$ cat src/rtl/clock_set_controller.sv
// One-second tick generator and two-button set-time sequencer for the 12-hour clock.
// All outputs registered (one cycle after the press/prescaler event); no backpressure, presses are never stalled.
module clock_set_controller #(
  parameter int TICK_DIV = 50000000
) (
  input  logic       clk,
  input  logic       rst_n,
  input  logic       btn_mode,
  input  logic       btn_inc,
  input  logic [3:0] cur_hours,
  input  logic [5:0] cur_minutes,
  input  logic [5:0] cur_seconds,
  output logic       tick,
  output logic       adjust_clock,
  output logic [3:0] set_hours,
  output logic [5:0] set_minutes,
  output logic [5:0] set_seconds,
  output logic [1:0] mode,
  output logic       blink
);

  localparam int CW = (TICK_DIV > 1) ? $clog2(TICK_DIV) : 1;
  localparam logic [CW-1:0] CNT_MAX = CW'(TICK_DIV - 1);
  localparam logic [CW-1:0] CNT_HALF = CW'(TICK_DIV / 2);

  typedef enum logic [1:0] {RUN = 2'd0, SET_H = 2'd1, SET_M = 2'd2, SET_S = 2'd3} state_t;

  state_t        state;
  state_t        state_nxt;
  logic [CW-1:0] cnt;
  logic [CW-1:0] cnt_nxt;
  logic          btn_mode_q;
  logic          btn_inc_q;
  logic          mode_press;
  logic          inc_press;
  logic          tick_nxt;
  logic          adjust_nxt;
  logic          blink_nxt;
  logic [3:0]    hours_nxt;
  logic [5:0]    minutes_nxt;
  logic [5:0]    seconds_nxt;

  // Mode beats inc when both rise in the same cycle.
  assign mode_press = btn_mode & ~btn_mode_q;
  assign inc_press  = btn_inc & ~btn_inc_q & ~mode_press;
  assign mode       = state;

  always_ff @(posedge clk) begin
    if (!rst_n) state <= RUN;
    else        state <= state_nxt;
  end

  always_comb begin
    state_nxt = state;
    if (mode_press) begin
      unique case (state)
        RUN:   state_nxt = SET_H;
        SET_H: state_nxt = SET_M;
        SET_M: state_nxt = SET_S;
        SET_S: state_nxt = RUN;
      endcase
    end
  end

  always_comb begin
    cnt_nxt     = (cnt == CNT_MAX) ? '0 : cnt + 1'b1;
    tick_nxt    = 1'b0;
    adjust_nxt  = 1'b0;
    hours_nxt   = set_hours;
    minutes_nxt = set_minutes;
    seconds_nxt = set_seconds;

    if (state_nxt != state) cnt_nxt = '0;
    if (state == RUN && state_nxt == RUN && cnt == CNT_MAX) tick_nxt = 1'b1;
    if (state == SET_S && mode_press) adjust_nxt = 1'b1;

    // Out-of-range clock values would otherwise leave the editor stuck outside 0..11/0..59.
    if (state == RUN && mode_press) begin
      hours_nxt   = (cur_hours > 4'd11)   ? 4'd0 : cur_hours;
      minutes_nxt = (cur_minutes > 6'd59) ? 6'd0 : cur_minutes;
      seconds_nxt = (cur_seconds > 6'd59) ? 6'd0 : cur_seconds;
    end

    if (inc_press) begin
      unique case (state)
        SET_H:   hours_nxt   = (set_hours == 4'd11)   ? 4'd0 : set_hours + 4'd1;
        SET_M:   minutes_nxt = (set_minutes == 6'd59) ? 6'd0 : set_minutes + 6'd1;
        SET_S:   seconds_nxt = (set_seconds == 6'd59) ? 6'd0 : set_seconds + 6'd1;
        default: ;
      endcase
    end

    // Computed from next-cycle state so the registered blink lines up with the live prescaler.
    blink_nxt = (state_nxt != RUN) && (cnt_nxt < CNT_HALF);
  end

  always_ff @(posedge clk) begin
    if (!rst_n) begin
      cnt          <= '0;
      btn_mode_q   <= 1'b1;
      btn_inc_q    <= 1'b1;
      tick         <= 1'b0;
      adjust_clock <= 1'b0;
      blink        <= 1'b0;
      set_hours    <= 4'd0;
      set_minutes  <= 6'd0;
      set_seconds  <= 6'd0;
    end else begin
      cnt          <= cnt_nxt;
      btn_mode_q   <= btn_mode;
      btn_inc_q    <= btn_inc;
      tick         <= tick_nxt;
      adjust_clock <= adjust_nxt;
      blink        <= blink_nxt;
      set_hours    <= hours_nxt;
      set_minutes  <= minutes_nxt;
      set_seconds  <= seconds_nxt;
    end
  end

endmodule

$ cat config.mk
export PLATFORM = sky130hd
export DESIGN_NAME = clock_set_controller
export DESIGN_NICKNAME = d
export VERILOG_FILES = /design/src/rtl/clock_set_controller.sv
export SDC_FILE = /design/constraint.sdc
export NUM_CORES = 1
export LEC_CHECK = 0
export BUFFER_PORTS_ARGS = -buffer_cell sky130_fd_sc_hd__buf_2
export CELL_PAD_IN_SITES_DETAIL_PLACEMENT = 1
export CELL_PAD_IN_SITES_GLOBAL_PLACEMENT = 1
export CORE_MARGIN = 10
export CORE_UTILIZATION = 43
export DETAILED_ROUTE_END_ITERATION = 10
export PLACE_DENSITY = 0.87
export SETUP_SLACK_MARGIN = 0.02
export SLEW_MARGIN = 5
export SYNTH_ARGS = -nofsm -noshare
export SYNTH_HDL_FRONTEND = slang
export SYNTH_SLANG_ARGS = --single-unit
$ cat constraint.sdc
create_clock -name clk -period 3.3 [get_ports clk]
set_clock_uncertainty 0.1 [all_clocks]
set_input_delay 0.66 -clock clk [delete_from_list [all_inputs] [get_ports clk]]
set_output_delay 0.66 -clock clk [all_outputs]
set_load 0.01 [all_outputs]
## After elaboration in Yosys (flattened, before gate mapping)

Cells that the tools add are included.
Widths: inputs -> output; s select.

- Bits in registers: 49
- Input bits: 20
- Output and inout bits: 21
- Word-level logic and storage cells: 61

- Bitwise gates (word level): 6
- Equality and inequality tests: 8
- Order comparisons: 4
- Reduce and logical (&&, ||, !) cells: 8
- Add/sub/neg operators: 4
- Multiplexer cells: 21

Operators by type and width:

| operator | count |
|---|---|
| $mux 6 | 10 |
| $mux 26 | 2 |
| $add 26x1->26 const B | 1 |
| $eq 26x26->1 const B | 1 |
| $lt 26x25->1 const B | 1 |
| $mux 4 | 5 |
| $add 6x1->6 const B | 2 |
| $eq 6x6->1 const B | 2 |
| $gt 6x6->1 const B | 2 |
| $pmux 2 s4 | 1 |
| $logic_and 1x1->1 | 5 |
| $add 4x1->4 const B | 1 |
| $eq 2x2->1 const B | 2 |
| $eq 4x4->1 const B | 1 |
| $gt 4x4->1 const B | 1 |
| $logic_not 2->1 | 2 |
| $and 1x1->1 | 3 |
| $not 1->1 | 3 |
| $eq 2x1->1 const B | 1 |
| $mux 1 | 2 |
| $mux 2 | 1 |
| $ne 2x2->1 | 1 |
| $reduce_bool 2->1 | 1 |

## Logic depth before layout (Yosys ltp)

Gate-level depths: netlist of the first run.

- Depth after elaboration: 7
- Mapped depth: 8
- Depth with buffers taken out: 8

## Worst setup path before layout of the first run

OpenSTA, ideal clock, no wires.

- Path type: reg2reg
- Start point: register cnt[0]
- End point: register blink
- Arrival time: 2.255 ns
- Setup slack: 0.827 ns
- Required time: 3.082 ns
- Buffers on the path: 1
- Clock period less this slack: 2.473 ns
- Cell stages (with the launch flop): 9
- Setup time: 0.118 ns
- Cells stage by stage: dfxtp_1 ha_1 nand3_1 or4_4 buf_6 or4_4 a21boi_2 nand4_1 o2111a_1

- Longest elaborated chain between the ends: 5
- Elaborated cells on any way between the ends: 6
- Classes of those cells: add/sub (1); order compare (1); eq/ne (1); mux (2); reduce/logical (1)

Ends and longest elaborated chain:

| what | RTL line | text |
|---|---|---|
| from (decl) | 30 | `logic [CW-1:0] cnt;` |
| from (signal assigned) | 109 | `cnt <= cnt_nxt;` |
| $add 26x1->26 / $eq 26x26->1 (equally long branches) | 66 | `cnt_nxt = (cnt == CNT_MAX) ? '0 : cnt + 1'b1;` |
| $mux 26 (*) | 66 |  |
| $mux 26 (*) | 73 | `if (state_nxt != state) cnt_nxt = '0;` |
| $lt 26x25->1 (*) | 94 | `blink_nxt = (state_nxt != RUN) && (cnt_nxt < CNT_HALF);` |
| $logic_and 1x1->1 (*) | 94 |  |
| to (signal assigned) | 114 | `blink <= blink_nxt;` |
| to (decl) | 19 | `output logic blink` |

Every way passes the cells marked *; elsewhere a longest branch is shown, timed or not.
A chain may end at the register's enable or synchronous reset.

## Worst setup path in the final report of the first run

- Start point: register state[1], in the netlist mode[1]
- End point: register cnt[12]

- Longest elaborated chain between the ends: 5
- Elaborated cells on any way between the ends: 8
- Classes of those cells: eq/ne (4); mux (3); reduce/logical (1)

Ends and longest elaborated chain:

| what | RTL line | text |
|---|---|---|
| from (decl) | 28 | `state_t state;` |
| from (signal assigned) | 50 | `else state <= state_nxt;` |
| $eq 2x2->1 (tied with other cells) | 56 | `unique case (state)` |
| $pmux 2 s4 | 56 |  |
| $mux 2 | 55 | `if (mode_press) begin` |
| $ne 2x2->1 (*) | 73 |  |
| $mux 26 (*) | 73 |  |

Marked as above.

==> summary.md, run 1 <==
| Metric | Value |
|---|---|
| Crit Path Category | register to register |
| Clk slew on worst S/H paths | 0.09 ns |
| Status | finished, final reports clean |
| Cell variety after synth | 59 |
| DP Worst Slack | 0.593 ns |
| Post-CTS Setup Bufs | 0 |
| I/O pins | 41 |
| Num CTS Buffers | 5 |
| Crit path cell chain | inv_1, ha_1, xor2_1, o31ai_1, buf_4, o41a_1, nand2_1, buf_4, nor2_1 |
| Initial antenna violation count | 0 |
| CP bufs+invs | 3 |
| GPL Wtd Cong | 0.859 |
| WL final | 7850 um |
| Largest net degree at the start of global routing | 21 |
| Iter 0 DRT Violations | 105 |
| Min-Delay Path Depth | 1 |
| Peak supply drop | 0.000197 V |
| Setup TNS | 0 ns |
| Pwr Density | 340 mW/mm2 |
| CP max-delay cell | dfxtp_1 |
| Via count | 2,691 |
| Row cnt | 29 |
| Post-layout total power | 0.00107 W |
| Critical Path Fanout Max | 13 |
| RSZ-0062 raised after global routing | no |
| Startpoint types | register |
| Minimum clock period | 2.71 ns |
| Leak Pwr | 1.14 nW |
| Wire per inst | 17.4 um |
| Starting Density | 44.3% |
| Syn avg cell area | 8.35 um2 |
| Final worst slack | 0.590 ns |
| Worst skew pair latency | 0.30 ns |
| ANT cells | 0 |
| Vias in the first global route | 2,746 |
| Number of flops mapped to enable cells by yosys | 0 |
| Fin crit share | 82.1% |
| Clock buffer depth | 2 |
| CP Depth | 9 |
| # hold bufs at CTS | 0 |
| CTS tree | built |
| Ys Warns | 0 |
| Main synth FF type | dfxtp_1 |
| Rel. slew slack | 58.2% |
| Sequential share of the synthesized area | 34.8% |
| H-tree depth | 2 |
| Worst-Margin Slew | 0.622 ns |
| Post-route DRC | 0 |
| CTS Root Cell | clkbuf_8 |
| Routed vias/inst | 5.98 |
| Die ar. | 0.0102 mm2 |
| Core area | 0.00635 mm2 |
| Fmax achieved | 369 MHz |
| Top cell by count, worst path | buf_4 |
| Min-delay worst type | register to register |
| Clock net sink count | 49 |
| Die width | 101 um |
| CP endpoint kind | register |
| Fin. Hold Viols | 0 |
| Remaining antenna violation count | 0 |
| Worst path required time | 3.44 ns |
| Max Cap Viol | 0 |
| Synthesized flop and latch total | 49 |
| GRT Resource Usage Total | 15.6% |
| Syn nets | 366 |
| Slew Limit Fails | 0 |
| Area Growth Syn to Fin | 12.3% |
| First-pass DRT Iterations | 4 |
| Mapped Area | 0.00282 mm2 |
| I/O Buffers | 40 |
| GRT overflow | 0 |
| # setup viols final | 0 |
| First-pass GRT wire length | 13,300 um |
| Layout cells sized above 1 | 16.4% |
| Delay of the slowest critical-path stage | 0.48 ns |
| Top delay family on crit path | buffers and inverters |
| Die Span Y | 101 um |
| WP data arrival | 2.85 ns |
| Worst-case reg-to-reg path depth | 9 |
| Cell count after synthesis | 337 |
| # resized after CTS | 0 |
| Fraction of registers with async set/reset | 0% |
| DP HPWL | 6000 um |
| Final net count | 401 |
-- layout make-up --
| class | instances | area, um2 |
|---|---|---|
| Clock inverter | 2 | 15.0 |
| Inverter | 11 | 41.3 |
| Clock buffer | 6 | 72.6 |
| Timing Repair Buffer | 45 | 238 |
| Sequential cell | 49 | 981 |
| Tap cell | 77 | 96.3 |
| Multi-Input combinational cell | 260 | 1720 |
| Fill cell | 790 | 3190 |
-- cell usage after synthesis, types with 3 or more instances --
cell type	number	area share (%)
clkbuf_1	12	1.6
a22oi_1	7	1.9
a211oi_1	8	2.1
buf_2	4	0.71
nor3b_1	4	1.1
o31ai_1	4	1.1
nor2b_1	4	0.89
xnor2_1	16	5.0
and3_1	10	2.2
or4_1	3	0.80
nand3_1	13	2.3
o21ai_0	6	1.1
o22a_1	7	2.2
xor2_1	14	4.4
nand2b_1	3	0.67
a221oi_1	7	2.2
a21oi_1	6	1.1
dfxtp_1	49	35
nand4_1	12	2.7
nor2_1	44	5.9
ha_1	9	4.0
nor4b_1	3	0.93
nor3_1	9	1.6
nor4_1	3	0.67
nand2_1	28	3.7
inv_1	10	1.3
-- where the power goes --
part	internal [W]	switching (W)	total, W	leakage (nW)
combinational	0.0000414	0.0000521	0.0000935	0.703
sequential	0.000604	0.0000180	0.000622	0.397
clock	0.000150	0.000208	0.000358	0.0374
-- through the flow --
stage	hold slack (ns)	utilization, %	instances	instance area, um2
after floorplan	0.337	-	337	2820
after global placement	0.354	48.4	442	3070
after detailed placement	0.378	48.4	442	3070
after CTS	0.401	49.8	450	3160
after global routing	0.413	49.8	450	3160
final	0.400	49.8	450	3160
-- placed cells by master (no fill, tap or decap), types with 2 or more instances in the layout --
master,instances
dfxtp_1,49
nor2_1,44
buf_2,40
nand2_1,28
xnor2_1,16
xor2_1,14
nand3_1,13
nand4_1,12
inv_1,10
and3_1,10
nor3_1,9
ha_1,9
a211oi_1,8
a221oi_1,7
a22oi_1,7
o22a_1,7
o21ai_0,6
a21oi_1,6
clkbuf_8,5
buf_4,5
nor3b_1,4
nor2b_1,4
o31ai_1,4
nor4b_1,3
nor4_1,3
or4_1,3
nand2b_1,3
or4_4,2
a31oi_1,2
a311oi_1,2
and2_1,2
o2111ai_1,2
a41oi_1,2
o32a_1,2
o22ai_1,2
o32ai_1,2
clkinvlp_4,2
-- kinds of logic (layout without fill, tap and decap cells) --
family                     Yosys count  count (layout)  share of synthesized area (%)
AOI/OAI and AO/OA                   74              74                           20.4
xor gates and xnor gates            30              30                           9.33
adders and majority gates            9               9                           4.00
buffers and inverters               28              64                           4.18
DFF                                 49              49                           34.8
and+or+nand+nor                    147             147                           27.2
-- sequential cells by signal, summed over array words and instances, names as in the netlist --
name and flops:
adjust_clock 1, blink 1, btn_inc_q 1, btn_mode_q 1, cnt 26, mode 2, set_hours 4, set_minutes 6
set_seconds 6, tick 1
-- layer usage --
layer	GRT usage [%]	up-vias	share of wire, %
li1	-	1310	-
met1	19.2	1319	47
met2	26.1	52	47
met3	4.39	10	4.2
met4	3.86	0	1.4
met5	0	-	0
-- worst paths after layout --
| kind | end | start | slack [ns] |
|---|---|---|---|
| max reg2reg | cnt[12]$_SDFF_PN0_ | mode[1]$_SDFF_PN0_ | 0.59 |
| min reg2reg | cnt[0]$_SDFF_PP0_ | cnt[0]$_SDFF_PP0_ | 0.40 |
| min | cnt[0]$_SDFF_PP0_ | cnt[0]$_SDFF_PP0_ | 0.40 |
| max | cnt[12]$_SDFF_PN0_ | mode[1]$_SDFF_PN0_ | 0.59 |
No activity file was read; power rests on OpenSTA's default activity.
==> inputs of run 2 (changes only) <==
Clock period 3.3 ns to 2.74 ns, I/O delays scaled along.
==> run 2 against run 1 <==
Against the previous run:
- setup slack worse by 0.46 ns
- die area unchanged
- critical endpoint is now blink$_SDFF_PN0_
- sequential power rose by 21%
- clock power grew 31%
- register-to-register slack worse by 0.46 ns
- final cell count is 1.3% higher
- via count rose by 1.2%
- global-route usage is 0.87 points higher
- sequential share of layout area shrank 0.65 points
- largest cell class unchanged
- combinational power is 26% higher
- critical path depth is the same
==> summary.md, run 2 (synthesized netlist as in run 1, its figures left out) <==
| Metric | Value |
|---|---|
| Remaining antenna violation count | 0 (unchanged) |
| Layout cells sized above 1 | 19.0% (was 16.4%) |
| Fin. Hold Viols | 0 (unchanged) |
| Startpoint types | register (unchanged) |
| Die Span Y | 101 um (unchanged) |
| Max reg flops | 26 (unchanged) |
| Initial antenna violation count | 0 (unchanged) |
| Critical Path Fanout Max | 6 (was 13) |
| Starting Density | 44.3% (unchanged) |
| Die width | 101 um (unchanged) |
| Rel. slew slack | 63.4% (was 58.2%) |
| Status | finished, final reports clean (unchanged) |
| Iter 0 DRT Violations | 127 (was 105) |
| RSZ-0062 raised after global routing | no (unchanged) |
| Vias in the first global route | 2,932 (was 2,746) |
| I/O pins | 41 (unchanged) |
| Top reg by flops | cnt (unchanged) |
| CTS Root Cell | clkbuf_8 (unchanged) |
| Die ar. | 0.0102 mm2 (unchanged) |
| Clk slew on worst S/H paths | 0.10 ns (was 0.09 ns) |
| Worst path required time | 2.84 ns (was 3.44 ns) |
| GPL Wtd Cong | 0.838 (was 0.859) |
| GRT Resource Usage Total | 16.5% (was 15.6%) |
| Minimum clock period | 2.61 ns (was 2.71 ns) |
| Via count | 2,723 (was 2,691) |
| Most frequent cells in the layout | dfxtp_1 (48), nor2_1 (44), buf_2 (40), nand2_1 (28), xnor2_1 (16) (was dfxtp_1 (49), nor2_1 (44), buf_2 (40), nand2_1 (28), xnor2_1 (16)) |
| DP HPWL | 6110 um (was 6000 um) |
| Slew Limit Fails | 0 (unchanged) |
| Leak Pwr | 1.18 nW (was 1.14 nW) |
| Post-route DRC | 0 (unchanged) |
| Largest net degree at the start of global routing | 25 (was 21) |
| First-pass GRT wire length | 14,200 um (was 13,300 um) |
| Worst-Margin Slew | 0.542 ns (was 0.622 ns) |
| I/O Buffers | 40 (unchanged) |
| Peak supply drop | 0.000237 V (was 0.000197 V) |
| Core area | 0.00635 mm2 (unchanged) |
| # hold bufs at CTS | 0 (unchanged) |
| Max Cap Viol | 0 (unchanged) |
| Area Growth Syn to Fin | 14.8% (was 12.3%) |
| Fill cells | 770 (was 790) |
| Wire per inst | 18.0 um (was 17.4 um) |
| CP endpoint kind | register (unchanged) |
| Placed instance area | 0.00312 mm2 (was 0.00307 mm2) |
| WL final | 8210 um (was 7850 um) |
| H-tree depth | 2 (unchanged) |
| Final instance area | 0.00323 mm2 (was 0.00316 mm2) |
| Fin crit share | 95.1% (was 82.1%) |
| Pwr Density | 413 mW/mm2 (was 340 mW/mm2) |
| Non-filler cells, final | 456 (was 450) |
| # setup viols final | 0 (unchanged) |
| Placed Cells | 448 (was 442) |
| WP data arrival | 2.70 ns (was 2.85 ns) |
| Worst skew pair latency | 0.30 ns (about the same) |
| Row cnt | 29 (unchanged) |
| First-pass DRT Iterations | 4 (unchanged) |
| Fmax achieved | 384 MHz (was 369 MHz) |
| Routed vias/inst | 5.97 (was 5.98) |
| Post-CTS Setup Bufs | 0 (unchanged) |
| CTS tree | built (unchanged) |
| GRT overflow | 0 (unchanged) |
| Clock buffer depth | 2 (unchanged) |
| Setup TNS | 0 ns (unchanged) |
| Final net count | 407 (was 401) |
| ANT cells | 0 (unchanged) |
| Biggest regs | cnt x26, set_minutes x6, set_seconds x6 (unchanged) |
| Leading cell type in the layout, fill and taps excluded | dfxtp_1 (unchanged) |
| Min-delay worst type | primary input to register (was register to register) |
| Num CTS Buffers | 5 (unchanged) |
| Clock net sink count | 49 (unchanged) |
| Crit Path Category | register to register (unchanged) |
==> run 2: final cells by class <==
cell class                 count  area [um2]  area share (%)
tap                           77        96.3            2.98
clock buffer                   6        82.6            2.56
multi-input combinational    260        1730            53.5
inverter                      11        41.3            1.28
clock inverter                 2        17.5           0.542
timing repair buffer          51         283            8.75
sequential                    49         982            30.4
==> run 2: final timing paths <==
kind / end / cells after the start / from / slack (ns)
min: btn_mode_q$_SDFF_PN1_ / 2 / btn_mode / 0.33
min reg2reg: cnt[0]$_SDFF_PP0_ / 1 / cnt[0]$_SDFF_PP0_ / 0.35
max: blink$_SDFF_PN0_ / 9 / mode[1]$_SDFF_PN0_ / 0.13
max reg2reg: blink$_SDFF_PN0_ / 9 / mode[1]$_SDFF_PN0_ / 0.13
==> run 2: worst max-delay path, stage by stage (launching register included) <==
cell and delay (ns):
dfxtp_1 0.51, inv_1 0.17, ha_1 0.36, xor2_1 0.16, o31ai_1 0.21, buf_4 0.18, nor3_1 0.05, o32ai_1 0.34
a31oi_1 0.14, o2111a_1 0.27
==> run 2: repair_timing <==
item	4_1_cts	5_1_grt
gates cloned	0	0
pin swaps	1	0
endpoints found under the setup margin	1	1
resized for setup	0	4
==> run 2: layer usage <==
layer	track usage (%)	share of wire, %	vias to the layer above
li1	-	-	1324
met1	20.0	45	1341
met2	28.7	50	51
met3	4.32	4.9	7
met4	2.89	0.72	0
met5	0	0	-
==> run 2: power breakdown <==
| part | switching [W] | total (W) | leakage [nW] | internal (W) |
|---|---|---|---|---|
| clock | 0.000259 | 0.000469 | 0.0518 | 0.000210 |
| combinational | 0.0000662 | 0.000118 | 0.734 | 0.0000513 |
| sequential | 0.0000221 | 0.000750 | 0.397 | 0.000727 |
==> run 2: per-stage QoR <==
stage	hold WS [ns]	util, %	setup WS (ns)	power, W
final	0.335	50.9	0.134	0.00134
after detailed placement	0.368	49.1	0.0513	0.000881
after global routing	0.337	50.9	0.00522	0.00140
after CTS	0.331	50.7	0.0995	0.00134
after floorplan	0.337	-	0.267	0.000827
after global placement	0.354	49.1	0.0861	0.000875
